--- config.mk ---
export PLATFORM = sky130hd
export DESIGN_NAME = bitstream_network_control
export DESIGN_NICKNAME = d
export VERILOG_FILES = /design/src/rtl/bitstream_pkg.sv /design/src/rtl/sng.sv /design/src/rtl/bitstream_network_control.sv
export SDC_FILE = /design/constraint.sdc
export NUM_CORES = 1
export LEC_CHECK = 0
export ABC_AREA = 0
export CORE_ASPECT_RATIO = 0.5
export CORE_UTILIZATION = 47
export CTS_BUF_LIST = sky130_fd_sc_hd__clkbuf_2 sky130_fd_sc_hd__clkbuf_4 sky130_fd_sc_hd__clkbuf_8
export CTS_CLUSTER_SIZE = 28
export DETAILED_ROUTE_END_ITERATION = 8
export GPL_ROUTABILITY_DRIVEN = 0
export GPL_TIMING_DRIVEN = 0
export PLACE_DENSITY = 0.83
export SLEW_MARGIN = 30
export SYNTH_ARGS = -nofsm -noshare
export SYNTH_HDL_FRONTEND = slang
export SYNTH_SLANG_ARGS = --single-unit
--- constraint.sdc ---
create_clock -name clk -period 2.9 [get_ports clk]
set_input_delay 0.29 -clock clk [delete_from_list [all_inputs] [get_ports clk]]
set_output_delay 0.29 -clock clk [all_outputs]
set_load 0.05 [all_outputs]
--- src/rtl/bitstream_pkg.sv ---
// Shared definitions for the bitstream (stochastic-computing) network controller.
// Holds the stream length, LFSR shape and seeds, the controller state enum,
// control/status bit positions and an operand saturation helper.
package bitstream_pkg;

  localparam int unsigned SN_LEN = 255;

  // x^8 + x^6 + x^5 + x^4 + 1, shift-left Fibonacci form: feedback from bits 7,5,4,3.
  localparam int unsigned LFSR_W = 8;
  localparam logic [LFSR_W-1:0] LFSR_TAPS = 8'hB8;

  // One distinct nonzero seed per stream; N_IN must not exceed MAX_IN.
  localparam int unsigned MAX_IN = 4;
  localparam logic [LFSR_W-1:0] LFSR_SEEDS [MAX_IN] = '{8'h01, 8'hB4, 8'h5A, 8'hC3};

  typedef enum logic [1:0] {IDLE, RUN, DONE} state_e;

  localparam int unsigned CTRL_START = 0;
  localparam int unsigned STAT_BUSY  = 0;
  localparam int unsigned STAT_DONE  = 1;

  // Clamp a signed operand into the unipolar range 0..255.
  function automatic logic [LFSR_W-1:0] sat_u8(input int v);
    if (v < 0) begin
      return '0;
    end else if (v > 255) begin
      return 8'hFF;
    end else begin
      return v[LFSR_W-1:0];
    end
  endfunction

endpackage

--- src/rtl/sng.sv ---
// Stochastic number generator: 8-bit maximal-length LFSR plus comparator.
// Ports:
//   clk     - clock
//   n_rst   - asynchronous active-high reset (LFSR returns to seed)
//   load    - reload the LFSR with seed on the next edge
//   seed    - nonzero LFSR start value
//   operand - unipolar value 0..255
//   sn_bit  - stream bit, 1 when the current LFSR value <= operand
// The LFSR visits every value 1..255 once per period, so one period of
// sn_bit contains exactly 'operand' ones.
module sng
  import bitstream_pkg::*;
(
  input  logic              clk,
  input  logic              n_rst,
  input  logic              load,
  input  logic [LFSR_W-1:0] seed,
  input  logic [LFSR_W-1:0] operand,
  output logic              sn_bit
);

  logic [LFSR_W-1:0] lfsr_q, lfsr_d;

  always_comb begin
    lfsr_d = {lfsr_q[LFSR_W-2:0], ^(lfsr_q & LFSR_TAPS)};
    if (load) begin
      lfsr_d = seed;
    end
  end

  always_ff @(posedge clk or posedge n_rst) begin
    if (n_rst) begin
      lfsr_q <= seed;
    end else begin
      lfsr_q <= lfsr_d;
    end
  end

  assign sn_bit = (lfsr_q <= operand);

endmodule

--- src/rtl/bitstream_network_control.sv ---
// Controller and datapath for an AND-network (stochastic multiply) bitstream unit.
// On a rising edge of start the saturated operands are latched and the LFSRs
// reloaded; SN_LEN stream bits are then ANDed and counted, and the ones-count
// is published on data_out[0] with done set.
// Ports:
//   clk         - clock
//   n_rst       - asynchronous active-high reset
//   control_in  - bit 0 start, bits 7:1 ignored
//   control_out - bit 0 busy, bit 1 done, bits 7:2 zero
//   data_in     - N_IN signed operands (nominal 0..255, saturated)
//   data_out    - [0] ones-count of the network output stream
module bitstream_network_control
  import bitstream_pkg::*;
#(
  parameter int unsigned N_IN   = 2,
  parameter int unsigned SN_LEN = bitstream_pkg::SN_LEN
) (
  input  logic       clk,
  input  logic       n_rst,
  input  logic [7:0] control_in,
  output logic [7:0] control_out,
  input  int         data_in  [N_IN-1:0],
  output int         data_out [0:0]
);

  localparam logic [8:0] LastCyc = 9'(SN_LEN);

  state_e            state_q, state_d;
  logic              start_q;
  logic [LFSR_W-1:0] opnd_q [N_IN];
  logic [LFSR_W-1:0] opnd_d [N_IN];
  logic [8:0]        cnt_q, cnt_d;
  logic [8:0]        cyc_q, cyc_d;
  logic [8:0]        res_q, res_d;
  logic              load;
  logic [N_IN-1:0]   sn_bits;
  logic              net_bit;
  logic              start, start_rise;
  logic              unused_ctrl;

  assign start       = control_in[CTRL_START];
  assign start_rise  = start & ~start_q;
  assign net_bit     = &sn_bits;
  assign unused_ctrl = ^control_in[7:1];

  for (genvar i = 0; i < N_IN; i++) begin : g_sng
    sng u_sng (
      .clk     (clk),
      .n_rst   (n_rst),
      .load    (load),
      .seed    (LFSR_SEEDS[i]),
      .operand (opnd_q[i]),
      .sn_bit  (sn_bits[i])
    );
  end

  always_comb begin
    state_d = state_q;
    opnd_d  = opnd_q;
    cnt_d   = cnt_q;
    cyc_d   = cyc_q;
    res_d   = res_q;
    load    = 1'b0;
    unique case (state_q)
      IDLE: begin
        if (start_rise) begin
          state_d = RUN;
          load    = 1'b1;
          cnt_d   = '0;
          cyc_d   = '0;
          for (int i = 0; i < N_IN; i++) begin
            opnd_d[i] = sat_u8(data_in[i]);
          end
        end
      end
      RUN: begin
        // The edge after the last counted bit only publishes the result.
        if (cyc_q == LastCyc) begin
          state_d = DONE;
          res_d   = cnt_q;
        end else begin
          cyc_d = cyc_q + 9'd1;
          cnt_d = cnt_q + {8'd0, net_bit};
        end
      end
      DONE: begin
        if (!start) begin
          state_d = IDLE;
        end
      end
      default: state_d = IDLE;
    endcase
  end

  always_ff @(posedge clk or posedge n_rst) begin
    if (n_rst) begin
      state_q <= IDLE;
      start_q <= 1'b0;
      cnt_q   <= '0;
      cyc_q   <= '0;
      res_q   <= '0;
      for (int i = 0; i < N_IN; i++) begin
        opnd_q[i] <= '0;
      end
    end else begin
      state_q <= state_d;
      start_q <= start;
      cnt_q   <= cnt_d;
      cyc_q   <= cyc_d;
      res_q   <= res_d;
      opnd_q  <= opnd_d;
    end
  end

  always_comb begin
    control_out            = 8'h00;
    control_out[STAT_BUSY] = (state_q == RUN);
    control_out[STAT_DONE] = (state_q == DONE);
  end

  assign data_out[0] = int'({23'd0, res_q});

endmodule

==> metrics list <==
* Post-CTS clock slew at the launch and capture registers of the worst setup and hold paths: 0.08 ns
- Count of antenna diodes in the layout: 0
* Standard cell core area: 6330 um^2
- Of all nets on the critical path, the largest fanout is 3.
* # H-tree levels: 3
* Final cell count without fillers: 521
- In the final layout, the multi-input gates occupy 1460 um^2.
- Accumulated negative setup slack: 0 ns
- The largest single stage delay on the critical path is 0.38 ns.
* Final core occ: 70.2%
- The finished cells cover 4450 um^2.
- Time the final worst path needs with I/O delays and setup: 2.74 ns
- Worst-path cell chain: ha_1 -> nor2b_1 -> o211ai_1 -> a21oi_1 -> a2111oi_2 -> o22a_1 -> ha_1 -> ha_1 -> nand2_1 -> a21oi_2 -> nand4_1 -> xor2_1 -> nor2_1
- All-Layer GR Usage: 22.3%
- Horizontal die dimension: 119 um
- Drc violations: 0
- Setup slack after placement: 0.142 ns
- Critical Path Slowest Stage Cell: sky130_fd_sc_hd__dfrtp_1
* Routed metal-1 wire length: 3050 um
* Endpoint of the most critical register-to-register path: cnt_q[8]$_DFFE_PP0P_
- Worst Clk Skew: 0.00678 ns
- Routed signal wires occupy layers up through met4.
* Critical Path RT: 3.11 ns
* Die Footprint: 7200 um^2
- Clock Sinks: 62
- By area the synthesized netlist is led by sky130_fd_sc_hd__dfrtp_1 (44%), sky130_fd_sc_hd__ha_1 (7.8%), sky130_fd_sc_hd__buf_4 (7.0%).
- Share of the clock period used by the worst path: 94.4%
* Result of the run: complete, no violations
* I/O Pins: 114
* Buffers on Ports: 77
- Effective utilization at floorplan: 50.8%
* CTS root buffer: sky130_fd_sc_hd__clkbuf_8
- Wire length of the first global-routing pass: 12100 um
- Worst-Skew Late Latency: 0.35 ns
* Number of cells produced by synthesis: 311
- Post-Synthesis Mean Instance Area: 10.3 um^2
- Relative to the synthesized area, the layout overhead comes to 38.2%.
- Final setup vio count: 0
- Async set-reset flop share out of synthesis: 100%
- F_max: 0.365 GHz
* Worst rel slew slack: 63.0%
- Final hold violation count: 0
- After detailed routing, the average wire length per cell comes to 14.5 um.
- Worst ir drop on vdd: 0.306 mV
- Nets@finish: 522
- DR WL met2: 3780 um
- Max-capacitance violation count: 0
- CTS tree: done
* Count of TritonRoute iterations in the first routing pass: 4
- Count of routing violations after the opening detailed-route iteration: 129
* Ratio of cells with drive above 1 in the final layout: 16.2%
* CP Capture Type: register
* Number of distinct library cells after synthesis: 37
* Library cell appearing most often on the critical path: sky130_fd_sc_hd__ha_1
* Post-detailed-route via-to-cell ratio: 5.08
* Largest area contributor in the netlist: sky130_fd_sc_hd__dfrtp_1
- Least setup slack across all paths after layout: 0.162 ns
- Power density of the placed cells: 775 nW/um^2
* Number of clock buffers inserted by TritonCTS: 9
- Nature of the critical path startpoint: register
- The synthesized design contains 62 register bits.
* Area share of the largest cell type after synthesis: 44.3%
- The layout has 434 filler cells.
- After global routing the overflow that remains totals 0.
- The routed layout has 2645 vias.
- Entering global routing, the biggest net connects 39 pins.
- The via count of the first global-routing pass was 2621.
- In this run, post-CTS hold repair placed 0 buffers.
- Together, buffers and inverters on the worst path number 0.
* Data arrival time of the critical path: 2.95 ns
- Most used DFF post-synth: sky130_fd_sc_hd__dfrtp_1
* Placed inst area: 4230 um^2
- In this run the critical register-to-register path is launched from g_sng[1].u_sng.lfsr_q[1]$_DFF_PP0_.
- Met3 wirelength from detailed routing: 551 um
- Transition time of the tightest slew-check pin: 0.555 ns
* Post-detail-place hpwl: 5470 um
- The share of the Yosys chip area taken by registers is 48.4%.
- The number of antenna violations at the first check in global routing is 0.
- In this run the register-to-register setup slack is 0.16 ns.
- Resized Gates After CTS: 0
* Class of the most critical hold timing path: input port to async pin
* Placed insts: 505
- Detailed Route WL: 7530 um
* Die height: 60.5 um
* Number of cell rows: 20
- Summing every instance area after synthesis gives 3220 um^2.
- Pleak: 0.00203 uW
* Number of buffers on the longest clock path: 2
- Worst-case reg-to-reg path depth: 13
- In this run the remaining antenna-violating nets after routing total 0.
- Register cell area after layout: 1560 um^2
- Largest delay contributor family on the critical path: compound AO/OA/AOI/OAI gates
* Number of flops mapped to enable cells by yosys: 0
- Once the clock tree was built, the setup fixing pass inserted 0 buffers.
* Count of yosys warnings during synthesis: 0
- The count of pins over their slew limit came to 0.
* Critical path start-end classification: register to register
[metal layers]
layer  global-route usage, %  up-vias
met2                    40.0      110
met5                       0        -
li1                        -     1265
met1                    25.5     1258
met4                    9.22        0
met3                    7.33       12
[cell usage in the layout (no fill, tap or decap), types with 2 or more instances in the layout]
master / n
sky130_fd_sc_hd__xor2_1: 11
sky130_fd_sc_hd__clkbuf_1: 4
sky130_fd_sc_hd__a2111oi_2: 2
sky130_fd_sc_hd__nand3_1: 2
sky130_fd_sc_hd__conb_1: 29
sky130_fd_sc_hd__inv_1: 18
sky130_fd_sc_hd__nor2b_1: 4
sky130_fd_sc_hd__a22o_1: 3
sky130_fd_sc_hd__clkbuf_8: 10
sky130_fd_sc_hd__nand2_1: 21
sky130_fd_sc_hd__ha_1: 20
sky130_fd_sc_hd__dfstp_2: 5
sky130_fd_sc_hd__buf_4: 30
sky130_fd_sc_hd__and2_1: 8
sky130_fd_sc_hd__dfrtp_1: 57
sky130_fd_sc_hd__o21ai_0: 19
sky130_fd_sc_hd__nand2b_1: 4
sky130_fd_sc_hd__o211ai_1: 2
sky130_fd_sc_hd__o31ai_1: 14
sky130_fd_sc_hd__nor4_1: 12
sky130_fd_sc_hd__or3_1: 5
sky130_fd_sc_hd__nor2_1: 20
sky130_fd_sc_hd__nor2_2: 2
sky130_fd_sc_hd__and3_1: 2
sky130_fd_sc_hd__clkinvlp_4: 3
sky130_fd_sc_hd__clkdlybuf4s50_1: 77
sky130_fd_sc_hd__xnor2_1: 5
sky130_fd_sc_hd__mux2_2: 9
sky130_fd_sc_hd__a21oi_1: 10
sky130_fd_sc_hd__nand4_1: 10
[cells by family (layout without fill, tap and decap cells)]
| group | count (synthesis) | after routing | share of synthesized area (%) |
|---|---|---|---|
| buffers and inverters | 54 | 148 | 9.84 |
| and+or+nand+nor | 96 | 96 | 16.0 |
| muxes | 9 | 9 | 3.15 |
| adders and majority gates | 20 | 20 | 7.78 |
| DFF | 62 | 62 | 48.4 |
| other | 1 | 29 | 0.117 |
| xor gates and xnor gates | 16 | 16 | 4.35 |
| AOI/OAI and AO/OA | 53 | 53 | 10.3 |
[through the flow]
step | power [uW] | hold slack, ns
2_1_floorplan | 2220 | 0.321
5_1_grt | 3680 | 0.279
3_5_place_dp | 2580 | 0.464
3_3_place_gp | 2460 | 0.450
6_report | 3450 | 0.242
4_1_cts | 3400 | 0.249
[synth_stat cells (all sizes together), types with 3 or more instances]
library cell,n
dfrtp,57
buf,31
nor2,22
nand2,21
ha,20
inv,19
o21ai,19
o31ai,14
nor4,12
a21oi,11
xor2,11
nand4,10
mux2,9
and2,8
dfstp,5
or3,5
xnor2,5
clkbuf,4
nand2b,4
nor2b,4
a22o,3
[registers in the layout, summed over array words and instances (netlist names)]
name and cells:
cnt_q 9, cyc_q 9, g_sng.u_sng.lfsr_q 16, opnd_q 16, res_q 9, start_q 1
state_q 2
[power by group]
part | leakage, uW | internal [uW] | switching (uW) | total [uW]
combinational | 0.00117 | 589 | 695 | 1280
sequential | 0.000772 | 1180 | 192 | 1370
clock | 0.0000951 | 424 | 368 | 792
[layout make-up]
| type | instances | share of cell area [%] |
|---|---|---|
| Inverter | 19 | 1.66 |
| Buffer | 35 | 5.51 |
| Clock inverter | 6 | 1.58 |
| Sequential cell | 62 | 35.0 |
| Tap cell | 88 | 2.48 |
| Timing Repair Buffer | 78 | 17.8 |
| Clock buffer | 10 | 3.10 |
| Multi-Input combinational cell | 223 | 32.9 |
[worst reg2reg max path, delay by kind of cell, from the launching register on]
family	cells	cell delay, ns
DFF	1	0.38
AOI/OAI and AO/OA	5	0.97
xor gates and xnor gates	1	0.15
adders and majority gates	3	0.68
and+or+nand+nor	4	0.42
[how the worst max path moves through the flow]
stage / startpoint / end / slack, ns / cells past startpoint
floorplan: g_sng[1].u_sng.lfsr_q[1]$_DFF_PP0_ / cnt_q[5]$_DFFE_PP0P_ / 0.44 / 11
global placement: n_rst / opnd_q[3]$_DFFE_PP0P_ / 0.16 / 2
detailed placement: g_sng[1].u_sng.lfsr_q[1]$_DFF_PP0_ / cnt_q[5]$_DFFE_PP0P_ / 0.14 / 11
CTS: g_sng[1].u_sng.lfsr_q[1]$_DFF_PP0_ / cnt_q[8]$_DFFE_PP0P_ / 0.10 / 13
global route: g_sng[1].u_sng.lfsr_q[1]$_DFF_PP0_ / cnt_q[8]$_DFFE_PP0P_ / -0.007 / 13
finish: g_sng[1].u_sng.lfsr_q[1]$_DFF_PP0_ / cnt_q[8]$_DFFE_PP0P_ / 0.16 / 13
(Power assumes the default switching activity.)
==> edit 1, RTL diff (config.mk and constraints unchanged) <==
The package constant `LFSR_W` goes from 8 to 9.
--- a/src/rtl/bitstream_pkg.sv
+++ b/src/rtl/bitstream_pkg.sv
@@ -7,5 +7,5 @@
 
   // x^8 + x^6 + x^5 + x^4 + 1, shift-left Fibonacci form: feedback from bits 7,5,4,3.
-  localparam int unsigned LFSR_W = 8;
+  localparam int unsigned LFSR_W = 9;
   localparam logic [LFSR_W-1:0] LFSR_TAPS = 8'hB8;
 
Check against the original RTL: same outputs for any inputs over 10 cycles, from zero or initial values and one cycle with n_rst high; that may be too few to reach the edited logic, so the function may still have changed.
==> edit 1 against the unedited design <==
  * Final area is 8.4% higher
  * Worst setup slack worse by 0.082 ns
  * Sequential cell count is 4 higher
  * Die area is 8.6% higher
  * Synthesized cell count is 14% higher
  * Count of clock-buffer cells in the layout stayed put
  * Sequential share of layout area is 0.64 points lower
  * Sequential power is 3% higher
  * Final cell count is 9.2% higher
  * Area after synthesis is 8.9% higher
  * Power is 6.3% higher
  * First-iteration DRC count is 30% higher
  * Routed wire length is 1.7% lower
  * Critical endpoint unchanged
  * Largest power group unchanged
  * Highest routed layer unchanged
==> edit 1: results (changes against the unedited design) <==
- GRT Total Usage: 20.90% (-1.4 points)
- CTS buffer count: 9 (unchanged)
- Clk_skew: 0.009643 ns (+0.002863 ns)
- Worst Tran Pin Value: 0.7146 ns (+0.1601 ns)
- Placed insts: 552 (+9.3%)
- Largest registers: g_sng.u_sng.lfsr_q: 18 flops, opnd_q: 18 flops
- Synth area leaders: dfrtp_1, ha_1, buf_4
- Synth cell types: 38 (+2.7%)
- Worst-Skew Late Latency: 0.35 ns (about the same)
- First-pass GRT wire length: 12.45 mm (+3.3%)
- Number of synthesis warnings: 0 (unchanged)
- Pwr/cell area: 760.0 nW/um2 (-2.0%)
- DR iter-0 viols: 168 (+30%)
- Top FF cell, synth: dfrtp_1
- Class of the worst hold path: in2async
- H-tree levels: 3 (unchanged)
- Post-synth top cells: dfrtp_1, nand2_1, nor2_1
- Largest fanout on the critical path: 5 (+2)
- Clock-pin slew on the worst setup and hold paths: 0.08 ns (about the same)
- Post-CTS Hold Buffers: 0 (unchanged)
- Root buf cell: clkbuf_8
- Worst reg2reg path depth: 11 (-2)
- Mean Syn Cell Area: 9.841 um2 (-4.9%)
- Status: finished, final reports clean
- Count of non-filler cells in the finished layout: 569 (+9.2%)
- Worst slack at placement: -0.04030 ns (-0.1824 ns)
- Share of layout cells above drive strength 1: 15.72% (-0.44 points)
- Ys async rst share: 100.0% (unchanged)
- Initial antenna violation count: 0 (unchanged)
- Lkg Pwr: 2.219 nW (+9.1%)
- IO Port Bufs: 75 (-2.6%)
- Pre-antenna DRT Iters: 4 (unchanged)
- Crit path max-delay family: compound AO/OA/AOI/OAI gates
- Crit path DAT: 3.04 ns (+0.09 ns)
- Sequential share of the synthesized area: 47.32% (-1.1 points)
- Area of placed instances: 4504 um2 (+6.6%)
- Worst hold slack: 0.2262 ns (-0.01540 ns)
- Via count: 2757 (+4.2%)
- Max VDD drop: 0.3973 mV (+30%)
- DP Wirelength: 5.540 mm (+1.3%)
- Largest net degree at the start of global routing: 50 (+28%)
- Vias in the first global route: 2683 (+2.4%)
- Diode count: 0 (unchanged)
- FF-to-FF Start: g_sng[1].u_sng.lfsr_q[7]
- R2R setup slack: 0.08 ns (-0.08 ns)
- Maximum clock insertion buffer count: 2 (unchanged)
- Reg-to-Reg End: cnt_q[8]
- Slowest stage delay, CP: 0.55 ns (+0.17 ns)
- Routed wire length: 7.405 mm (-1.7%)
- Critical-path top delay cell: dfstp_2
## edit 1: worst max path at each step
| stage | start | end | slack (ns) | cells after the start |
|---|---|---|---|---|
| global route | g_sng[1].u_sng.lfsr_q[7] | cnt_q[8] | -0.01 | 12 |
| floorplan | g_sng[1].u_sng.lfsr_q[7] | cnt_q[8] | 0.30 | 11 |
| finish | g_sng[1].u_sng.lfsr_q[7] | cnt_q[8] | 0.08 | 11 |
| detailed placement | g_sng[1].u_sng.lfsr_q[7] | cnt_q[8] | -0.04 | 11 |
| global placement | n_rst | g_sng[0].u_sng.lfsr_q[7] | -0.12 | 2 |
| CTS | g_sng[1].u_sng.lfsr_q[7] | cnt_q[8] | 0.02 | 11 |
## edit 1: cell families after synthesis
family          count (synthesis)  share of synthesized area (%)
simple gates                  137                          19.61
flops                          66                          47.32
buf+inv                        63                          10.32
compound gates                 44                          8.393
fa+ha+maj                      22                          7.857
xor+xnor                       14                          3.500
mux                             9                          2.893
other cells                     1                         0.1070
## edit 1: power by group
| part | leakage [nW] | internal (W) | switching, W |
|---|---|---|---|
| clock network | 0.133 | 0.000684 | 0.000363 |
| logic | 1.25 | 0.000574 | 0.000630 |
| registers | 0.834 | 0.00121 | 0.000204 |
## edit 1: per-stage QoR
stage	util (%)	power, W
6_report	69.50	0.003664
3_3_place_gp	64.50	0.002506
2_1_floorplan	-	0.002236
4_1_cts	68.98	0.003635
5_1_grt	69.50	0.003927
3_5_place_dp	64.94	0.002556
## edit 1: area by class of cell
type / count / area, um2
Fill cell: 533 / 2116
Inverter: 21 / 81.33
Tap cell: 92 / 115.1
Timing Repair Buffer: 77 / 785.8
Clock buffer: 10 / 137.6
Sequential cell: 66 / 1658
Clock inverter: 6 / 136.4
Multi-Input combinational cell: 255 / 1624
Buffer: 42 / 282.8
## edit 1: what timing repair did
| item | CTS | global route |
|---|---|---|
| setup endpoints to repair | 2 | 4 |
| pin swaps | 0 | 3 |
| gates resized for setup | 2 | 5 |
| setup buffers | 0 | 1 |
## edit 1: worst register-to-register path, cell delays in order, from the launching register on
cell and delay (ns):
dfstp_2 0.55, ha_1 0.26, and4_4 0.21, a221o_1 0.35, o22a_1 0.22, a21oi_2 0.15
ha_2 0.24, ha_4 0.17, nand2_1 0.09, nor4_4 0.25, xnor2_1 0.16, nor2_1 0.06
## edit 1: metal layers
layer / global-route usage [%] / up-vias / wire [um]
li1: - / 1390 / -
met1: 27.87 / 1290 / 3427
met2: 32.60 / 64 / 3528
met3: 6.975 / 13 / 364
met4: 5.357 / 0 / 84
met5: 0 / - / 0
==> edit 2, RTL diff (same settings) <==
Without the edit above. Re-encode `state_e` (3 states) as one-hot, 3 bits wide.
--- a/src/rtl/bitstream_pkg.sv
+++ b/src/rtl/bitstream_pkg.sv
@@ -14,5 +14,5 @@
   localparam logic [LFSR_W-1:0] LFSR_SEEDS [MAX_IN] = '{8'h01, 8'hB4, 8'h5A, 8'hC3};
 
-  typedef enum logic [1:0] {IDLE, RUN, DONE} state_e;
+  typedef enum logic [2:0] {IDLE = 3'b001, RUN = 3'b010, DONE = 3'b100} state_e;
 
   localparam int unsigned CTRL_START = 0;
Behaviour: no difference found for any inputs over 10 cycles, from zero or initial values and one cycle with n_rst high; not proved beyond that.
==> edit 2 against the unedited design <==
  * Clock skew is 0.0049 ns higher
  * Die area up 8.3%
  * Synthesized cell count grew 11%
  * Sequential cell count is 1 higher
  * Count of clock-buffer cells in the layout up 1
  * Routed wire length decreased by 0.62%
  * Area after synthesis increased by 8.5%
  * Final area rose by 6.8%
  * Worst setup slack worse by 0.032 ns
  * Sequential share of layout area decreased by 1.7 points
  * Maximum frequency down 1.1%
  * Critical path type unchanged
Power is not compared: it rests on default switching activity, and its combinational part moved more than twofold at a synthesized area within 25%.
==> edit 2: results (changes against the unedited design) <==
- DR iter-0 viols: 196 (+52%)
- Complex-gate fraction of the synthesized area: 13.26% (+2.9 points)
- Worst hold slack: 0.2124 ns (-0.02927 ns)
- Sequential share of the synthesized area: 45.38% (-3.0 points)
- Normalized max-slew margin: 66.27% (+3.2 points)
- Area of placed instances: 4512 um2 (+6.7%)
- Initial antenna violation count: 0 (unchanged)
- Sequential power: 0.000880 W
- Synth area leaders: dfrtp_1, ha_1, buf_4
- Most used cell, CP: o21ai_1
- Diode count: 0 (unchanged)
- Clk_skew: 0.01172 ns (+0.004943 ns)
- Fraction of synthesized area in multiplexers: 3.871% (+0.72 points)
- IO Port Bufs: 77 (unchanged)
- First-pass GRT wire length: 12.90 mm (+7.0%)
- Clock-pin slew on the worst setup and hold paths: ~0.07 ns
- Synth Area in XOR/XNOR: 1.505% (-2.8 points)
- Vias in the first global route: 2873 (+9.6%)
- Largest net degree at the start of global routing: 53 (+36%)
- Routed wire length: 7.485 mm (-0.62%)
- Slowest stage delay, CP: 0.38 ns (about the same)
- Synthesized instance count: 344 (+11%)
- Fillers: 543 (+25%)
- Placed insts: 542 (+7.3%)
- Adder and majority gate portion of the synthesized area: 7.168% (-0.61 points)
- Post-synth top cells: dfrtp_1, buf_4, nand2_1
- R2R setup slack: 0.13 ns (-0.03 ns)
- DP Wirelength: 5.486 mm (+0.27%)
- GRT Total Usage: 21.34% (-0.92 points)
- Largest fanout on the critical path: 5 (+2)
- Worst slack at placement: -0.1133 ns (-0.2554 ns)
- Via count: 2803 (+6.0%)
- Pwr Total: between 0.0015 and 0.002 W
- Status: finished, final reports clean
- Synth cell types: 47 (+27%)
edit 2: worst max-delay path by stage:
stage / start / endpoint / slack (ns) / depth (start not counted)
after global placement: g_sng[1].u_sng.lfsr_q[1] / cnt_q[8] / -0.02 / 13
after floorplan: g_sng[1].u_sng.lfsr_q[1] / cnt_q[8] / 0.33 / 13
final: g_sng[1].u_sng.lfsr_q[1] / cnt_q[8] / 0.13 / 13
after global routing: g_sng[1].u_sng.lfsr_q[1] / cnt_q[8] / -0.003 / 13
after detailed placement: g_sng[1].u_sng.lfsr_q[1] / cnt_q[8] / -0.11 / 13
after CTS: g_sng[1].u_sng.lfsr_q[1] / cnt_q[8] / 0.002 / 13
edit 2: timing repair:
| action | in CTS | in global routing |
|---|---|---|
| hold buffers | 0 | 0 |
| pin swaps | 0 | 2 |
| endpoints found under the setup margin | 2 | 6 |
| resized for setup | 4 | 7 |
| setup buffers | 0 | 0 |
edit 2: final cells by class:
| class | instances | area, um2 | share of cell area [%] |
|---|---|---|---|
| clock inverters | 4 | 47.55 | 1.001 |
| clock buffers | 11 | 145.1 | 3.055 |
| plain buffers | 38 | 276.5 | 5.820 |
| multi-input cells | 250 | 1700 | 35.79 |
| repair buffers | 78 | 798.3 | 16.80 |
| flip-flops and latches | 63 | 1584 | 33.34 |
| inverters | 21 | 83.83 | 1.765 |
| well taps | 92 | 115.1 | 2.423 |
edit 2: metal layers:
metal / GRT usage [%] / share of wire [%] / vias up
li1: - / - / 1388
met3: 6.113 / 8.3 / 7
met4: 5.422 / 0.75 / 0
met5: 0 / 0 / -
met1: 27.39 / 45 / 1307
met2: 35.21 / 46 / 101
